--- src/rtl/br_pkg.sv ---
// Shared types and constants for controllers that front the 8x32 register bank.
package br_pkg;

  localparam int BR_NUM_REGS = 8;
  localparam int BR_ADDR_W   = $clog2(BR_NUM_REGS);
  localparam int BR_DATA_W   = 32;
  localparam int BR_IDX_W    = 3;

  typedef struct packed {
    logic [BR_ADDR_W-1:0] n_reg;
    logic                 escrita;
    logic [BR_DATA_W-1:0] dado;
  } br_cmd_t;

  typedef struct packed {
    logic                valid;
    logic                is_read;
    logic [BR_IDX_W-1:0] idx;
  } br_tag_t;

endpackage

--- src/rtl/arbitro_banco_registradores_if.sv ---
// Requester-side bundle of the register-bank arbiter: per-requester commands in, grants and read data out.
interface arbitro_banco_registradores_if #(
  parameter int N_REQ  = 2,
  parameter int DATA_W = 32,
  parameter int ADDR_W = 3
);

  logic [N_REQ-1:0]        req;
  logic [N_REQ*ADDR_W-1:0] req_n_reg;
  logic [N_REQ-1:0]        req_escrita;
  logic [N_REQ*DATA_W-1:0] req_dado;
  logic [N_REQ-1:0]        gnt;
  logic [N_REQ-1:0]        rd_valid;
  logic [DATA_W-1:0]       rd_dado;

  modport master (
    output req, req_n_reg, req_escrita, req_dado,
    input  gnt, rd_valid, rd_dado
  );

  modport slave (
    input  req, req_n_reg, req_escrita, req_dado,
    output gnt, rd_valid, rd_dado
  );

endinterface

--- src/rtl/seletor_round_robin.sv ---
// Combinational round-robin pick: first eligible bit found searching upward from ptr, wrapping at N.
module seletor_round_robin #(
  parameter  int N  = 2,
  localparam int IW = (N > 1) ? $clog2(N) : 1
) (
  input  logic [N-1:0]  elegivel,
  input  logic [IW-1:0] ptr,
  output logic [N-1:0]  vencedor,
  output logic          algum
);

  always_comb begin
    int j;
    j        = 0;
    vencedor = '0;
    algum    = 1'b0;
    for (int k = 0; k < N; k++) begin
      j = int'(ptr) + k;
      if (j >= N) j = j - N;
      if (!algum && elegivel[j[IW-1:0]]) begin
        vencedor[j[IW-1:0]] = 1'b1;
        algum               = 1'b1;
      end
    end
  end

endmodule

--- src/rtl/arbitro_banco_registradores.sv ---
// Round-robin arbiter sharing the single-port register bank among N_REQ requesters;
// reads return two edges after their grant, tagged with the issuing requester.
module arbitro_banco_registradores
  import br_pkg::*;
#(
  parameter int N_REQ  = 2,
  parameter int DATA_W = BR_DATA_W,
  parameter int ADDR_W = BR_ADDR_W
) (
  input  logic                         clk,
  input  logic                         rst,
  arbitro_banco_registradores_if.slave bus,
  output logic [ADDR_W-1:0]            br_n_reg,
  output logic                         br_escrita,
  output logic [DATA_W-1:0]            br_dado_escrito,
  input  logic [DATA_W-1:0]            br_dado_lido
);

  localparam int IW = (N_REQ > 1) ? $clog2(N_REQ) : 1;

  logic [N_REQ-1:0]  elegivel;
  logic [N_REQ-1:0]  vencedor;
  logic              algum;
  logic [IW-1:0]     last_granted;
  logic [IW-1:0]     ptr;
  logic [IW-1:0]     idx_sel;
  br_cmd_t           cmd_sel;

  logic [N_REQ-1:0]  gnt_p0;
  br_cmd_t           cmd_p0;
  br_tag_t           tag_p0;
  br_tag_t           tag_p1;
  logic [N_REQ-1:0]  rd_valid_p2;
  logic [DATA_W-1:0] rd_dado_p2;

  // A requester granted last edge is still reacting to gnt, so it sits out one edge.
  assign elegivel = bus.req & ~gnt_p0;
  assign ptr      = (last_granted == IW'(N_REQ - 1)) ? '0 : last_granted + 1'b1;

  seletor_round_robin #(
    .N (N_REQ)
  ) u_seletor (
    .elegivel (elegivel),
    .ptr      (ptr),
    .vencedor (vencedor),
    .algum    (algum)
  );

  always_comb begin
    cmd_sel = '0;
    idx_sel = '0;
    for (int i = 0; i < N_REQ; i++) begin
      if (vencedor[i]) begin
        cmd_sel.n_reg   = bus.req_n_reg[i*ADDR_W +: ADDR_W];
        cmd_sel.escrita = bus.req_escrita[i];
        cmd_sel.dado    = bus.req_dado[i*DATA_W +: DATA_W];
        idx_sel         = IW'(i);
      end
    end
  end

  always_ff @(posedge clk) begin
    if (rst) begin
      gnt_p0       <= '0;
      cmd_p0       <= '0;
      tag_p0       <= '0;
      tag_p1       <= '0;
      rd_valid_p2  <= '0;
      rd_dado_p2   <= '0;
      last_granted <= IW'(N_REQ - 1);
    end else begin
      // p0: grant edge, command presented to the bank
      gnt_p0 <= vencedor;
      tag_p0 <= '0;
      if (algum) begin
        cmd_p0         <= cmd_sel;
        last_granted   <= idx_sel;
        tag_p0.valid   <= 1'b1;
        tag_p0.is_read <= ~cmd_sel.escrita;
        tag_p0.idx     <= BR_IDX_W'(idx_sel);
      end else begin
        cmd_p0.escrita <= 1'b0;
      end

      // p1: bank executes the command; its read data is registered inside the bank
      tag_p1 <= tag_p0;

      // p2: capture read data and route the valid pulse to its requester
      rd_valid_p2 <= '0;
      if (tag_p1.valid && tag_p1.is_read) begin
        rd_dado_p2 <= br_dado_lido;
        for (int i = 0; i < N_REQ; i++) begin
          if (tag_p1.idx == BR_IDX_W'(i)) rd_valid_p2[i] <= 1'b1;
        end
      end
    end
  end

  assign bus.gnt         = gnt_p0;
  assign bus.rd_valid    = rd_valid_p2;
  assign bus.rd_dado     = rd_dado_p2;
  assign br_n_reg        = cmd_p0.n_reg;
  assign br_escrita      = cmd_p0.escrita;
  assign br_dado_escrito = cmd_p0.dado;

endmodule

--- src/flat_wrapper.sv ---
// flat-port wrapper written by rule: the top's interface ports become plain ports
module arbitro_banco_registradores_flat import br_pkg::*;
#(
  parameter int N_REQ  = 2,
  parameter int DATA_W = BR_DATA_W,
  parameter int ADDR_W = BR_ADDR_W
)
  (clk, rst, br_n_reg, br_escrita, br_dado_escrito, br_dado_lido, bus_req, bus_req_n_reg, bus_req_escrita, bus_req_dado, bus_gnt, bus_rd_valid, bus_rd_dado);
  arbitro_banco_registradores_if #(.N_REQ(N_REQ), .DATA_W(DATA_W), .ADDR_W(ADDR_W)) bus_i ();
  input  logic clk;
  input  logic rst;
  output logic [ADDR_W-1:0] br_n_reg;
  output logic br_escrita;
  output logic [DATA_W-1:0] br_dado_escrito;
  input  logic [DATA_W-1:0] br_dado_lido;
  input wire logic [$bits(bus_i.req)-1:0] bus_req;
  input wire logic [$bits(bus_i.req_n_reg)-1:0] bus_req_n_reg;
  input wire logic [$bits(bus_i.req_escrita)-1:0] bus_req_escrita;
  input wire logic [$bits(bus_i.req_dado)-1:0] bus_req_dado;
  output wire logic [$bits(bus_i.gnt)-1:0] bus_gnt;
  output wire logic [$bits(bus_i.rd_valid)-1:0] bus_rd_valid;
  output wire logic [$bits(bus_i.rd_dado)-1:0] bus_rd_dado;
  assign bus_i.req = bus_req;
  assign bus_i.req_n_reg = bus_req_n_reg;
  assign bus_i.req_escrita = bus_req_escrita;
  assign bus_i.req_dado = bus_req_dado;
  assign bus_gnt = bus_i.gnt;
  assign bus_rd_valid = bus_i.rd_valid;
  assign bus_rd_dado = bus_i.rd_dado;
  arbitro_banco_registradores #(.N_REQ(N_REQ), .DATA_W(DATA_W), .ADDR_W(ADDR_W)) u_core (.clk(clk), .rst(rst), .bus(bus_i), .br_n_reg(br_n_reg), .br_escrita(br_escrita), .br_dado_escrito(br_dado_escrito), .br_dado_lido(br_dado_lido));
endmodule
--- config.mk ---
export PLATFORM = sky130hd
export DESIGN_NAME = arbitro_banco_registradores_flat
export DESIGN_NICKNAME = d
export VERILOG_FILES = /design/src/rtl/br_pkg.sv /design/src/rtl/arbitro_banco_registradores_if.sv /design/src/rtl/seletor_round_robin.sv /design/src/rtl/arbitro_banco_registradores.sv /design/src/flat_wrapper.sv
export SDC_FILE = /design/constraint.sdc
export NUM_CORES = 1
export LEC_CHECK = 0
export BUFFER_PORTS_ARGS = -buffer_cell sky130_fd_sc_hd__buf_2
export CAP_MARGIN = 25
export CORE_ASPECT_RATIO = 1.25
export CORE_MARGIN = 2
export CORE_UTILIZATION = 33
export CTS_BUF_LIST = sky130_fd_sc_hd__clkbuf_4
export CTS_CLUSTER_SIZE = 25
export DETAILED_ROUTE_END_ITERATION = 8
export GPL_TIMING_DRIVEN = 0
export HOLD_SLACK_MARGIN = 0.1
export PLACE_DENSITY = 0.62
export SYNTH_ARGS = -nofsm -noshare
export SYNTH_HDL_FRONTEND = slang
export SYNTH_SLANG_ARGS = --single-unit
--- constraint.sdc ---
create_clock -name clk -period 1.3 [get_ports clk]
set_clock_uncertainty 0.1 [all_clocks]
set_input_delay 0.195 -clock clk [delete_from_list [all_inputs] [get_ports clk]]
set_output_delay 0.195 -clock clk [all_outputs]
set_load 0.005 [all_outputs]
Word-level counts from Yosys, hierarchy flattened
Cells that the tools add are included.
{"block": "word_totals", "memories": 0, "regBits": 83, "mem_bits_ro": 0, "out_inout_bits": 72, "in_bits": 108, "latchBits": 0, "ram_bits": 0, "word_cells": 60}
{"block": "op_classes", "shift": 0, "n_lt_le_gt_ge": 6, "n_bitwise": 6, "eq_ne": 1, "reduce_logical": 8, "muxes": 21, "n_mul": 0, "n_addsub": 4, "n_div": 0}
{"op": "2-to-1 mux 36 bit", "count": 2}
{"op": "2-to-1 mux 1 bit", "count": 14}
{"op": "2-to-1 mux 5 bit", "count": 1}
{"op": "logical AND 1 bit", "count": 4}
{"op": "less-than comparator 1 x 2 -> 1 bit (second input constant)", "count": 2}
{"op": "2-to-1 mux 2 bit", "count": 2}
{"op": "OR reduction 2 bit", "count": 2}
{"op": "equality test 3 x 1 -> 1 bit (second input constant)", "count": 1}
{"op": "logical NOT 3 bit", "count": 1}
{"op": "NOT 1 bit", "count": 3}
{"op": "adder 1 x 1 -> 2 bit (second input constant)", "count": 1}
{"op": "bitwise AND 2 bit", "count": 1}
{"op": "demux 1 bit (select 1 bit)", "count": 2}
{"op": ">= comparator 1 bit (second input constant)", "count": 2}
{"op": ">= comparator 1 x 2 -> 1 bit (second input constant)", "count": 1}
{"op": ">= comparator 2 bit (second input constant)", "count": 1}
{"op": "NOT 2 bit", "count": 1}
{"op": "bitwise OR 2 bit", "count": 1}
{"op": "subtractor 1 bit (second input constant)", "count": 2}
{"op": "adder 1 bit (second input constant)", "count": 1}
{"op": "logical NOT 1 bit", "count": 1}

Depth between registers and ports, before layout
Gate-level depths: netlist (run 1).
{"block": "depth", "word_depth": 15, "depth_mapped": 5, "ltp_nobuf": 3}

Hierarchy
A second synthesis (run 1) with hierarchy kept.
{"block": "hier_totals", "hier_cells": 381, "area_unflattened_um2": 3912.5}
{"module": "arbitro_banco_registradores", "seq_area_each_um2": 1581.5, "area_each_um2": 3887.5, "n_inst": 1, "cells_per_inst": 377}
{"module": "seletor_round_robin", "seq_area_each_um2": 0.0, "area_each_um2": 25.0, "n_inst": 1, "cells_per_inst": 4}

Worst setup path after synthesis (run 1)
No wires, ideal clock.
{"block": "synth_timing", "path_type": "register -> register", "startpoint": "register u_core.gnt_p0[0] (netlist: u_core.bus.gnt[0])", "endpoint": "register u_core.cmd_p0, in the netlist u_core.br_dado_escrito[0]", "setup_time_ps": 119, "slack_ps": -127, "arrival_ps": 1208, "t_required_ps": 1081, "synth_period_minus_slack_ps": 1427, "n_path_buf": 2, "stages_incl_launch_ff": 6, "path_cell_list": "dfxtp_1 -> and3b_1 -> or2_1 -> buf_6 -> buf_6 -> o221a_1"}
{"block": "synth_between", "elab_chain_cells": 10, "word_cells_on_any_way": 15, "cone_classes": "mux (10); bitwise (3); reduce/logical (2)"}
{"element": "start, declared", "line": "arbitro_banco_registradores.sv:29", "text": "logic [N_REQ-1:0] gnt_p0;"}
{"element": "start signal, assigned", "line": "arbitro_banco_registradores.sv:73", "text": "gnt_p0 <= vencedor;"}
{"element": "NOT 2 bit (*)", "line": "arbitro_banco_registradores.sv:37", "text": "assign elegivel = bus.req & ~gnt_p0;"}
{"element": "bitwise AND 2 bit (*)", "line": "arbitro_banco_registradores.sv:37"}
{"element": "2-to-1 mux 1 bit (not written as such) (2 in a row)", "line": "seletor_round_robin.sv:20", "text": "if (!algum && elegivel[j[IW-1:0]]) begin"}
{"element": "2-to-1 mux 1 bit", "line": "seletor_round_robin.sv:20"}
{"element": "logical NOT 1 bit", "line": "seletor_round_robin.sv:20"}
{"element": "logical AND 1 bit", "line": "seletor_round_robin.sv:20"}
{"element": "2-to-1 mux 2 bit", "line": "seletor_round_robin.sv:20"}
{"element": "2-to-1 mux 36 bit (2 in a row)", "line": "arbitro_banco_registradores.sv:53", "text": "if (vencedor[i]) begin"}
{"element": "end signal, assigned", "line": "arbitro_banco_registradores.sv:76", "text": "cmd_p0 <= cmd_sel;"}
{"element": "end, declared", "line": "arbitro_banco_registradores.sv:30", "text": "br_cmd_t cmd_p0;"}
Mark *: on every way between the ends. The rest lies on a longest branch, timed or not. The select of a mux whose other input is x is not followed.
A chain may end at the register's enable or synchronous reset.

Worst setup path after layout (run 1)
{"block": "layout_timing", "startpoint": "register u_core.gnt_p0[0] (netlist: u_core.bus.gnt[0])", "endpoint": "register u_core.cmd_p0, in the netlist u_core.br_n_reg[0]"}
The elaborated chain is that of the path after synthesis.

==> impl_metrics.csv, run 1 <==
group,metric,value,unit
run_status,status,"complete, but fails checks",
run_status,violations,"negative setup slack",
synth,ys_ff_latch,79,
timing,maxSlewHeadroom,0.614,
die,dieArea,10000,um^2
routing,wl,11100,um
place,dp_slack,-0.367,ns
critical_path,cp_max_fo,10,
finish,n_antenna_cell,0,
power_and_ir_drop,vdd_ir_drop_max,0.521,mV
synth,synth-edff-count,0,
finish,final_area,5510,um^2
power_and_ir_drop,power.internal,4.00,mW
power_and_ir_drop,power_frac_seq,0.490,
die,initial_utilization,0.336,
critical_path,worst-path-stages,5,
min_path,holdPathEnd,"u_core.br_escrita",
clock_network,numCtsBuffers,9,
timing,finalCritPeriodShare,1.17,
timing,tightestPinTransition,0.580,ns
critical_path,path_buf_inv,2,
critical_path,reg2reg_to,"u_core.br_n_reg[0]",
power_and_ir_drop,p_leak,2.51,nW
critical_path,r2r_cells,5,
place,io_buffers,178,
synth,synthAdderAreaFrac,0,
synth,syn_nets,444,
run,max_cap_violations,0,
min_path,whs_path_depth,4,
timing,drv_slew,0,
place,dpl-instance-area,4100,um^2
synth,synth-seq-area-share,0.519,
finish,final_nets,744,
global_route,grt_pass1_vias,3768,
min_path,hp-class,"input pin to flop",
clock_network,htreeDepth,3,
finish,finalCoreUtilization,0.607,
critical_path,crit_type,"flop to flop",
clock_network,cts.sinks,79,
power_and_ir_drop,swShare,0.256,
power_and_ir_drop,p_sw,1.38,mW
synth,synth-async-reset-ratio,0,
min_path,min_from,"bus_req_escrita[0]",
synth,syn_avg_cell_area,9.06,um^2
routing,num_vias,3610,
timing,max_freq,657,MHz
clock_network,clk_latency,0.42,ns
finish,area_growth,81.0,%
clock_network,clockBufferDepth,2,
critical_path,cp_top_family,"compound AO/OA/AOI/OAI gates",
die,num_rows,39,
critical_path,start_kind,"flop",
die,die_h,111,um
die,die_w,89.9,um
timing,hold_viol_final,0,
synth,synth-simple-area-share,0.118,
critical_path,slowest_delay,0.34,ns
clock_network,cts-root-buf,"clkbuf_4",
critical_path,regToRegSetupSlack,-0.22,ns
synth,syn_area,3050,um^2
power_and_ir_drop,cellPowerDensity,976,nW/um^2
die,placeableCoreArea,9080,um^2
critical_path,startpoint,"u_core.bus.gnt[0]",
place,place.detailed.hpwl,6460,um
critical_path,cp.required,1.55,ns
global_route,grt_overflow,0,
power_and_ir_drop,p_clk_frac,0.289,
synth,synth_compound_area_frac,0.262,
global_route,grt_max_degree,13,
timing,whs,0.151,ns
synth,syn_inst,336,
global_route,grtUsageTotal,0.217,
global_route,grt_pass1_wl,17700,um
critical_path,worst_path_max_delay_cell,"dfxtp_2",
routing,via_per_inst,4.73,
timing,fin_setup_tns,-5.69,ns
timing,finalSetupViolCount,35,
clock_network,tritoncts,"yes",
timing,min_period,1.52,ns
clock_network,clk_pin_slew,0.12,ns
place,place_congestion,0.756,
routing,drtIter0Drc,115,
synth,synthDistinctLibCells,23,
finish,drive_gt1_frac,0.370,
synth,synth_mux_area_frac,0,
critical_path,arrival,1.78,ns
power_and_ir_drop,pwr-share-comb,0.220,
timing,rsz0062_at_grt,"true",
critical_path,rr_startpoint,"u_core.bus.gnt[0]",
synth,yosysWarnings,0,
critical_path,worstSetupEndpointType,"flop",
routing,wl_per_cell,14.6,um
routing,drtAntennaViolNets,0,
routing,first_pass_iters,4,
synth,synth_top_family_by_area,"compound AO/OA/AOI/OAI gates",
timing,setup_ws,-0.223,ns
synth,synthXorXnorAreaFrac,0,
critical_path,path_cells,"nand2b_1 -> buf_2 -> buf_4 -> a31oi_1 -> o221a_1",
global_route,antenna_found_initial,0,
routing,drc,0,
synth,synth_ff_type,"dfxtp_1",
die,io_pins,180,
stage by stage:
step | power (mW) | instances
CTS | 5.35 | 760
finish | 5.38 | 763
detailed placement | 3.48 | 637
global route | 5.64 | 763
floorplan | 3.08 | 336
global placement | 3.47 | 637
cells in the final DEF (no fill, tap or decap), drive strengths merged, types with 2 or more instances in the layout:
cell,instances
o221a,35
a31oi,35
inv,35
nand3b,2
or2,2
bufinv,2
dfxtp,79
and2,2
clkinv,4
buf,209
clkbuf,17
nor2b,3
nor3b,2
a21oi,34
nand2,66
nand2b,2
dlygate4sd3,104
nor2,3
timing repair:
item	in CTS	in global routing
hold endpoints to repair	70	0
resized for setup	20	22
setup endpoints to repair	65	71
pin swaps	9	11
hold buffers	104	0
buffers inserted	4	4
worst min-delay path, stage by stage:
cell	delay (ns)
buf_2	0.10
nand3b_1	0.08
o22ai_1	0.10
and2_1	0.16
area by class of cell:
cell class / count / area [um^2]
inverter: 35 / 131
multi-input combinational: 190 / 1260
sequential: 79 / 1590
buffer: 31 / 216
tap: 123 / 154
clock buffer: 9 / 67.6
clock inverter: 6 / 76.3
timing repair buffer: 290 / 2020
fill: 751 / 3560
synthesized netlist by cell type (3+ instances only):
cell type,n,area share
dfxtp_1,79,0.52
nand2_1,66,0.081
a31oi_1,35,0.072
inv_1,35,0.043
a21oi_1,34,0.056
o221a_1,29,0.11
clkbuf_1,12,0.015
buf_1,7,0.0086
buf_2,6,0.0099
buf_6,6,0.022
o221a_2,6,0.022
nor2_1,3,0.0037
nor2b_1,3,0.0062
power by group through the flow:
stage | registers, mW | logic, mW | clock network (mW)
4_1_cts | 2.63 | 1.10 | 1.61
3_5_place_dp | 2.68 | 0.793 | 0
2_1_floorplan | 2.69 | 0.390 | 0
6_report | 2.64 | 1.18 | 1.56
3_3_place_gp | 2.68 | 0.784 | 0
5_1_grt | 2.66 | 1.27 | 1.71
cell families after synthesis:
family	count (synthesis)
AND/OR/NAND/NOR	84
AO/OA/AOI/OAI	106
flip-flops	79
buffers and inverters	67
how the worst max path moves through the flow:
| stage | to | slack [ns] |
|---|---|---|
| after floorplan | u_core.br_dado_escrito[0] | -0.10 |
| after global placement | u_core.br_dado_escrito[10] | -0.33 |
| after detailed placement | u_core.br_dado_escrito[28] | -0.37 |
| after CTS | u_core.br_dado_escrito[10] | -0.19 |
| after global routing | u_core.br_n_reg[0] | -0.28 |
| final | u_core.br_n_reg[0] | -0.22 |
layer usage:
metal	up-vias	track usage	wire [um]
met5	-	0	0
met4	0	0.109	317
met3	28	0.0548	856
met2	191	0.381	5390
met1	1618	0.244	4560
li1	1773	-	-
Note: power is estimated with default switching activity, not from simulation.
==> inputs of run 2 (changes only) <==
--- a/config.mk
+++ b/config.mk
@@ -16,6 +16,8 @@
 export GPL_TIMING_DRIVEN = 0
 export HOLD_SLACK_MARGIN = 0.1
 export PLACE_DENSITY = 0.62
+export REMOVE_ABC_BUFFERS = 1
+export SLEW_MARGIN = 40
 export SYNTH_ARGS = -nofsm -noshare
 export SYNTH_HDL_FRONTEND = slang
 export SYNTH_SLANG_ARGS = --single-unit
==> impl_metrics.csv, run 2 (synthesis results as in run 1) <==
group,metric,value,unit
global_route,grt_max_degree,79,
critical_path,cp.required,1.52,ns
clock_network,cts-root-buf,"clkbuf_4",
die,placeableCoreArea,9080,um^2
critical_path,start_kind,"flop",
power_and_ir_drop,cellPowerDensity,966,nW/um^2
timing,maxSlewHeadroom,0.456,
timing,hold_viol_final,0,
min_path,hp-class,"input pin to flop",
routing,wl,12800,um
die,io_pins,180,
finish,area_growth,79.6,%
die,die_h,111,um
global_route,grt_pass1_wl,19900,um
timing,whs,0.168,ns
critical_path,cp_max_fo,10,
timing,min_period,1.42,ns
finish,final_nets,733,
power_and_ir_drop,power.internal,3.83,mW
timing,drv_slew,0,
clock_network,clk_pin_slew,0.13,ns
finish,n_fill_cell,808,
finish,mostFrequentLayoutCells,"buf_2, dlygate4sd3_1, dfxtp_1",
place,place.detailed.hpwl,5910,um
clock_network,tritoncts,"yes",
finish,n_antenna_cell,0,
routing,drc,0,
die,num_rows,39,
clock_network,cts.sinks,79,
routing,via_per_inst,4.94,
timing,max_freq,705,MHz
power_and_ir_drop,p_sw,1.46,mW
power_and_ir_drop,power_frac_seq,0.499,
finish,drive_gt1_frac,0.382,
power_and_ir_drop,pwr-share-comb,0.231,
routing,drtAntennaViolNets,0,
power_and_ir_drop,p_leak,2.49,nW
clock_network,clockBufferDepth,2,
routing,num_vias,3713,
routing,first_pass_iters,5,
die,dieArea,10000,um^2
global_route,antenna_found_initial,0,
timing,finalCritPeriodShare,1.09,
global_route,grt_overflow,0,
finish,final_common_cell,"buf_2",
routing,wl_per_cell,17.0,um
die,die_w,89.9,um
clock_network,clk_latency,0.43,ns
critical_path,arrival,1.64,ns
clock_network,numCtsBuffers,9,
routing,drtIter0Drc,198,
power_and_ir_drop,p_clk_frac,0.270,
critical_path,worstSetupEndpointType,"flop",
place,place_congestion,0.746,
power_and_ir_drop,vdd_ir_drop_max,0.433,mV
global_route,grt_pass1_vias,3916,
finish,finalCoreUtilization,0.603,
run_status,violations,"negative setup slack",
place,io_buffers,179,
die,initial_utilization,0.336,
run_status,status,"complete, but fails checks",
timing,finalSetupViolCount,36,
power_and_ir_drop,swShare,0.276,
clock_network,htreeDepth,3,
run,max_cap_violations,0,
global_route,grtUsageTotal,0.251,
timing,rsz0062_at_grt,"true",
timing,tightestPinTransition,0.817,ns
critical_path,crit_type,"flop to flop",
timing,setup_ws,-0.118,ns
[run 2: repair_timing]
action                                 in CTS  in global routing
hold buffers                              104                  0
pin swaps                                  20                  8
cloned                                     15                  2
resized for setup                          26                  8
setup endpoints to repair                  67                 73
endpoints found under the hold margin      69                  0
setup buffers                               8                  0
[run 2: worst paths after layout]
kind / startpoint / to / slack, ns / cells past startpoint
worst max-delay path: u_core.bus.gnt[0] / u_core.br_dado_escrito[0] / -0.12 / 4
worst min register to register: u_core.tag_p1[0] / u_core.bus.rd_valid[0] / 0.32 / 1
worst max register to register: u_core.bus.gnt[0] / u_core.br_dado_escrito[0] / -0.12 / 4
worst min-delay path: bus_req[0] / u_core.br_escrita / 0.17 / 4
[run 2: critical path: stages, from the launching register on]
cell	delay (ns)
dfxtp_2	0.35
nand2b_4	0.16
buf_16	0.15
or2_4	0.27
o221a_1	0.27
[run 2: layout make-up]
class                   instances  area (um^2)  area share
clock inverters                 6         62.6      0.0114
well taps                     123          154      0.0281
inverters                      35          131      0.0240
multi-input cells             206         1370       0.251
flip-flops and latches         79         1590       0.290
repair buffers                294         2090       0.383
clock buffers                   9         67.6      0.0124
[run 2: metal layers]
metal | up-vias | wire, um | part of all wire | global-route usage
li1 | 1771 | - | - | -
met1 | 1685 | 5040 | 0.39 | 0.285
met2 | 222 | 6380 | 0.50 | 0.442
met3 | 35 | 1010 | 0.078 | 0.0602
met4 | 0 | 401 | 0.031 | 0.120
met5 | - | 0 | 0 | 0
[run 2: power groups by stage]
stage,Clock [mW],Sequential [mW],Combinational (mW)
2_1_floorplan,0,2.69,0.302
3_3_place_gp,0,2.68,0.715
3_5_place_dp,0,2.68,0.750
4_1_cts,1.48,2.63,1.18
5_1_grt,1.57,2.66,1.31
6_report,1.43,2.64,1.22
[run 2: per-stage QoR]
step / instances / cell area, um^2 / setup WS, ns / TNS (ns) / power [mW]
finish: 752 / 5470 / -0.118 / -2.87 / 5.29
global route: 752 / 5470 / -0.138 / -3.99 / 5.53
CTS: 750 / 5420 / -0.102 / -2.87 / 5.29
detailed placement: 608 / 3970 / -0.860 / -31.92 / 3.43
global placement: 606 / 3920 / -1.97 / -90.70 / 3.39
floorplan: 304 / 2870 / -1.04 / -40.23 / 2.99
==> inputs of run 3 (changes only) <==
--- a/config.mk
+++ b/config.mk
@@ -5,6 +5,7 @@
 export SDC_FILE = /design/constraint.sdc
 export NUM_CORES = 1
 export LEC_CHECK = 0
+export ABC_AREA = 1
 export BUFFER_PORTS_ARGS = -buffer_cell sky130_fd_sc_hd__buf_2
 export CAP_MARGIN = 25
 export CORE_ASPECT_RATIO = 1.25
@@ -15,7 +16,7 @@
 export DETAILED_ROUTE_END_ITERATION = 8
 export GPL_TIMING_DRIVEN = 0
 export HOLD_SLACK_MARGIN = 0.1
-export PLACE_DENSITY = 0.62
+export PLACE_DENSITY = 0.6
 export REMOVE_ABC_BUFFERS = 1
 export SLEW_MARGIN = 40
 export SYNTH_ARGS = -nofsm -noshare
==> impl_metrics.csv, run 3 <==
group,metric,value,unit
timing,setup_ws,0.00139,ns
synth,synth.most_common_cell,"nor2_1",
routing,wl_per_cell,13.0,um
timing,maxSlewHeadroom,0.577,
power_and_ir_drop,vdd_ir_drop_max,0.346,mV
die,io_pins,180,
global_route,grt_overflow,0,
clock_network,clk_pin_slew,0.12,ns
synth,synthTopCellsByArea,"dfxtp_1, nor2_1, nand2_1",
die,num_rows,41,
power_and_ir_drop,report.power.total,5.35,mW
finish,mostFrequentLayoutCells,"buf_2, nor2_1, dlygate4sd3_1",
synth,synth_ff_type,"dfxtp_1",
die,dieArea,10900,um^2
critical_path,reg2reg_to,"u_core.br_dado_escrito[2]",
synth,syn_area,3340,um^2
routing,wl,11800,um
synth,ys_ff_latch,79,
routing,drtIter0Drc,151,
routing,drtAntennaViolNets,0,
timing,finalSetupViolCount,0,
finish,area_growth,75.5,%
die,die_w,94.0,um
finish,n_antenna_cell,0,
synth,syn_inst,488,
timing,min_period,1.30,ns
critical_path,rr_startpoint,"u_core.bus.gnt[0]",
timing,drv_slew,0,
synth,synth-seq-area-share,0.473,
critical_path,path_cells,"nor2_2 -> nand2_8 -> nand2_8 -> inv_6 -> nor2_1 -> nor2_1",
routing,drc,0,
run,max_cap_violations,0,
clock_network,clk_latency,0.42,ns
synth,synth-edff-count,0,
min_path,holdPathEnd,"u_core.last_granted",
synth,synthDistinctLibCells,20,
die,initial_utilization,0.336,
routing,num_vias,4028,
clock_network,clockBufferDepth,2,
power_and_ir_drop,cellPowerDensity,913,nW/um^2
timing,rsz0062_at_grt,"true",
clock_network,cts.sinks,79,
synth,synth_top_area_share,0.473,
clock_network,cts-root-buf,"clkbuf_4",
clock_network,numCtsBuffers,9,
global_route,grt_pass1_vias,3842,
global_route,grtUsageTotal,0.208,
synth,yosysWarnings,0,
run_status,status,"complete, no violations",
routing,first_pass_iters,4,
synth,syn_avg_cell_area,6.85,um^2
critical_path,cp_max_fo,10,
synth,synth-async-reset-ratio,0,
place,dp_slack,-0.773,ns
place,place.detailed.hpwl,6270,um
timing,finalCritPeriodShare,0.999,
global_route,antenna_found_initial,0,
critical_path,arrival,1.53,ns
critical_path,cp.required,1.53,ns
finish,final_common_cell,"buf_2",
timing,hold_viol_final,0,
finish,drive_gt1_frac,0.314,
finish,final_nets,881,
min_path,whs_path_depth,4,
die,placeableCoreArea,9950,um^2
clock_network,tritoncts,"yes",
critical_path,crit_type,"flop to flop",
die,die_h,116,um
power_and_ir_drop,p_leak,3.06,nW
min_path,min_from,"bus_req[0]",
synth,synth_top_area_cell,"dfxtp_1",
clock_network,htreeDepth,3,
critical_path,worstSetupEndpointType,"flop",
timing,max_freq,770,MHz
critical_path,worst_path_max_delay_cell,"dfxtp_4",
critical_path,slowest_delay,0.38,ns
place,io_buffers,179,
global_route,grt_max_degree,70,
synth,yosys-top-cells-count,"nor2_1, nand2_1, dfxtp_1, inv_1, o21ai_0",
routing,via_per_inst,4.45,
critical_path,regToRegSetupSlack,0.001,ns
timing,whs,0.208,ns
timing,tightestPinTransition,0.634,ns
critical_path,start_kind,"flop",
critical_path,r2r_cells,6,
place,place_congestion,0.695,
global_route,grt_pass1_wl,17700,um
min_path,hp-class,"input pin to flop",
-- run 3: cell types whose count changed in the layout (fill, tap and decap cells not counted), moves of 15 or more --
cell	delta
a21oi_1	-33
a31oi_1	-33
nand2_1	+17
inv_1	+31
o21ai_0	+41
nand3_1	+15
nand3b_1	+16
nor2_1	+119
o221a_1	-29
or2_4	-16
-- run 3: cell type report --
class | count | area, um^2
Clock inverter | 3 | 21.3
Fill cell | 890 | 4090
Clock buffer | 12 | 90.1
Sequential cell | 79 | 1590
Inverter | 76 | 338
Tap cell | 129 | 161
Timing Repair Buffer | 296 | 2120
Multi-Input combinational cell | 311 | 1540
-- run 3: worst max path at each step --
stage / start / to / slack (ns) / cells after the start
after floorplan: u_core.tag_p1[4] / u_core.bus.rd_dado[10] / -0.36 / 4
after global placement: u_core.tag_p1[3] / u_core.bus.rd_dado[20] / -0.98 / 4
after detailed placement: u_core.bus.gnt[1] / u_core.br_dado_escrito[0] / -0.77 / 8
after CTS: u_core.bus.gnt[1] / u_core.br_dado_escrito[3] / 0.005 / 7
after global routing: u_core.bus.gnt[0] / u_core.tag_p0[3] / -0.05 / 6
final: u_core.bus.gnt[0] / u_core.br_dado_escrito[2] / 0.001 / 6
-- run 3: critical path, delay by kind of cell, from the launching register on --
family,cells,cell delay [ns]
buffers and inverters,1,0.06
and+or+nand+nor,5,0.65
DFF,1,0.38
-- run 3: timing repair --
item / 4_1_cts / 5_1_grt
gates cloned: 3 / 1
hold buffers: 105 / 0
hold endpoints to repair: 77 / 0
endpoints found under the setup margin: 74 / 68
pin swaps: 4 / 13
resized for setup: 28 / 34
buffers inserted: 9 / 2
-- run 3: cell families (layout without fill, tap and decap cells) --
group / after synthesis / count (layout) / synth area share
buffers and inverters: 101 / 387 / 0.126
flip-flops: 79 / 79 / 0.473
AO/OA/AOI/OAI: 47 / 47 / 0.0704
AND/OR/NAND/NOR: 261 / 264 / 0.330
-- run 3: metrics by stage --
step	util	setup TNS (ns)	instance area, um^2	instances
4_1_cts	0.571	0	5680	903
3_3_place_gp	0.428	-55.37	4260	771
6_report	0.589	0	5860	906
5_1_grt	0.589	-0.543	5860	906
2_1_floorplan	-	-15.86	3200	463
3_5_place_dp	0.429	-33.54	4270	771
-- run 3: power by group --
part	switching, mW	internal (mW)	total (mW)
Combinational	0.682	0.728	1.41
Clock	0.828	0.449	1.28
Sequential	0.0847	2.58	2.66
Total	1.59	3.76	5.35
-- run 3: routing by layer --
metal | GRT usage | vias to the layer above | wire, um
met5 | 0 | - | 0
met4 | 0.0889 | 0 | 291
met3 | 0.0632 | 28 | 953
met2 | 0.372 | 182 | 5900
met1 | 0.227 | 1776 | 4620
li1 | - | 2042 | -
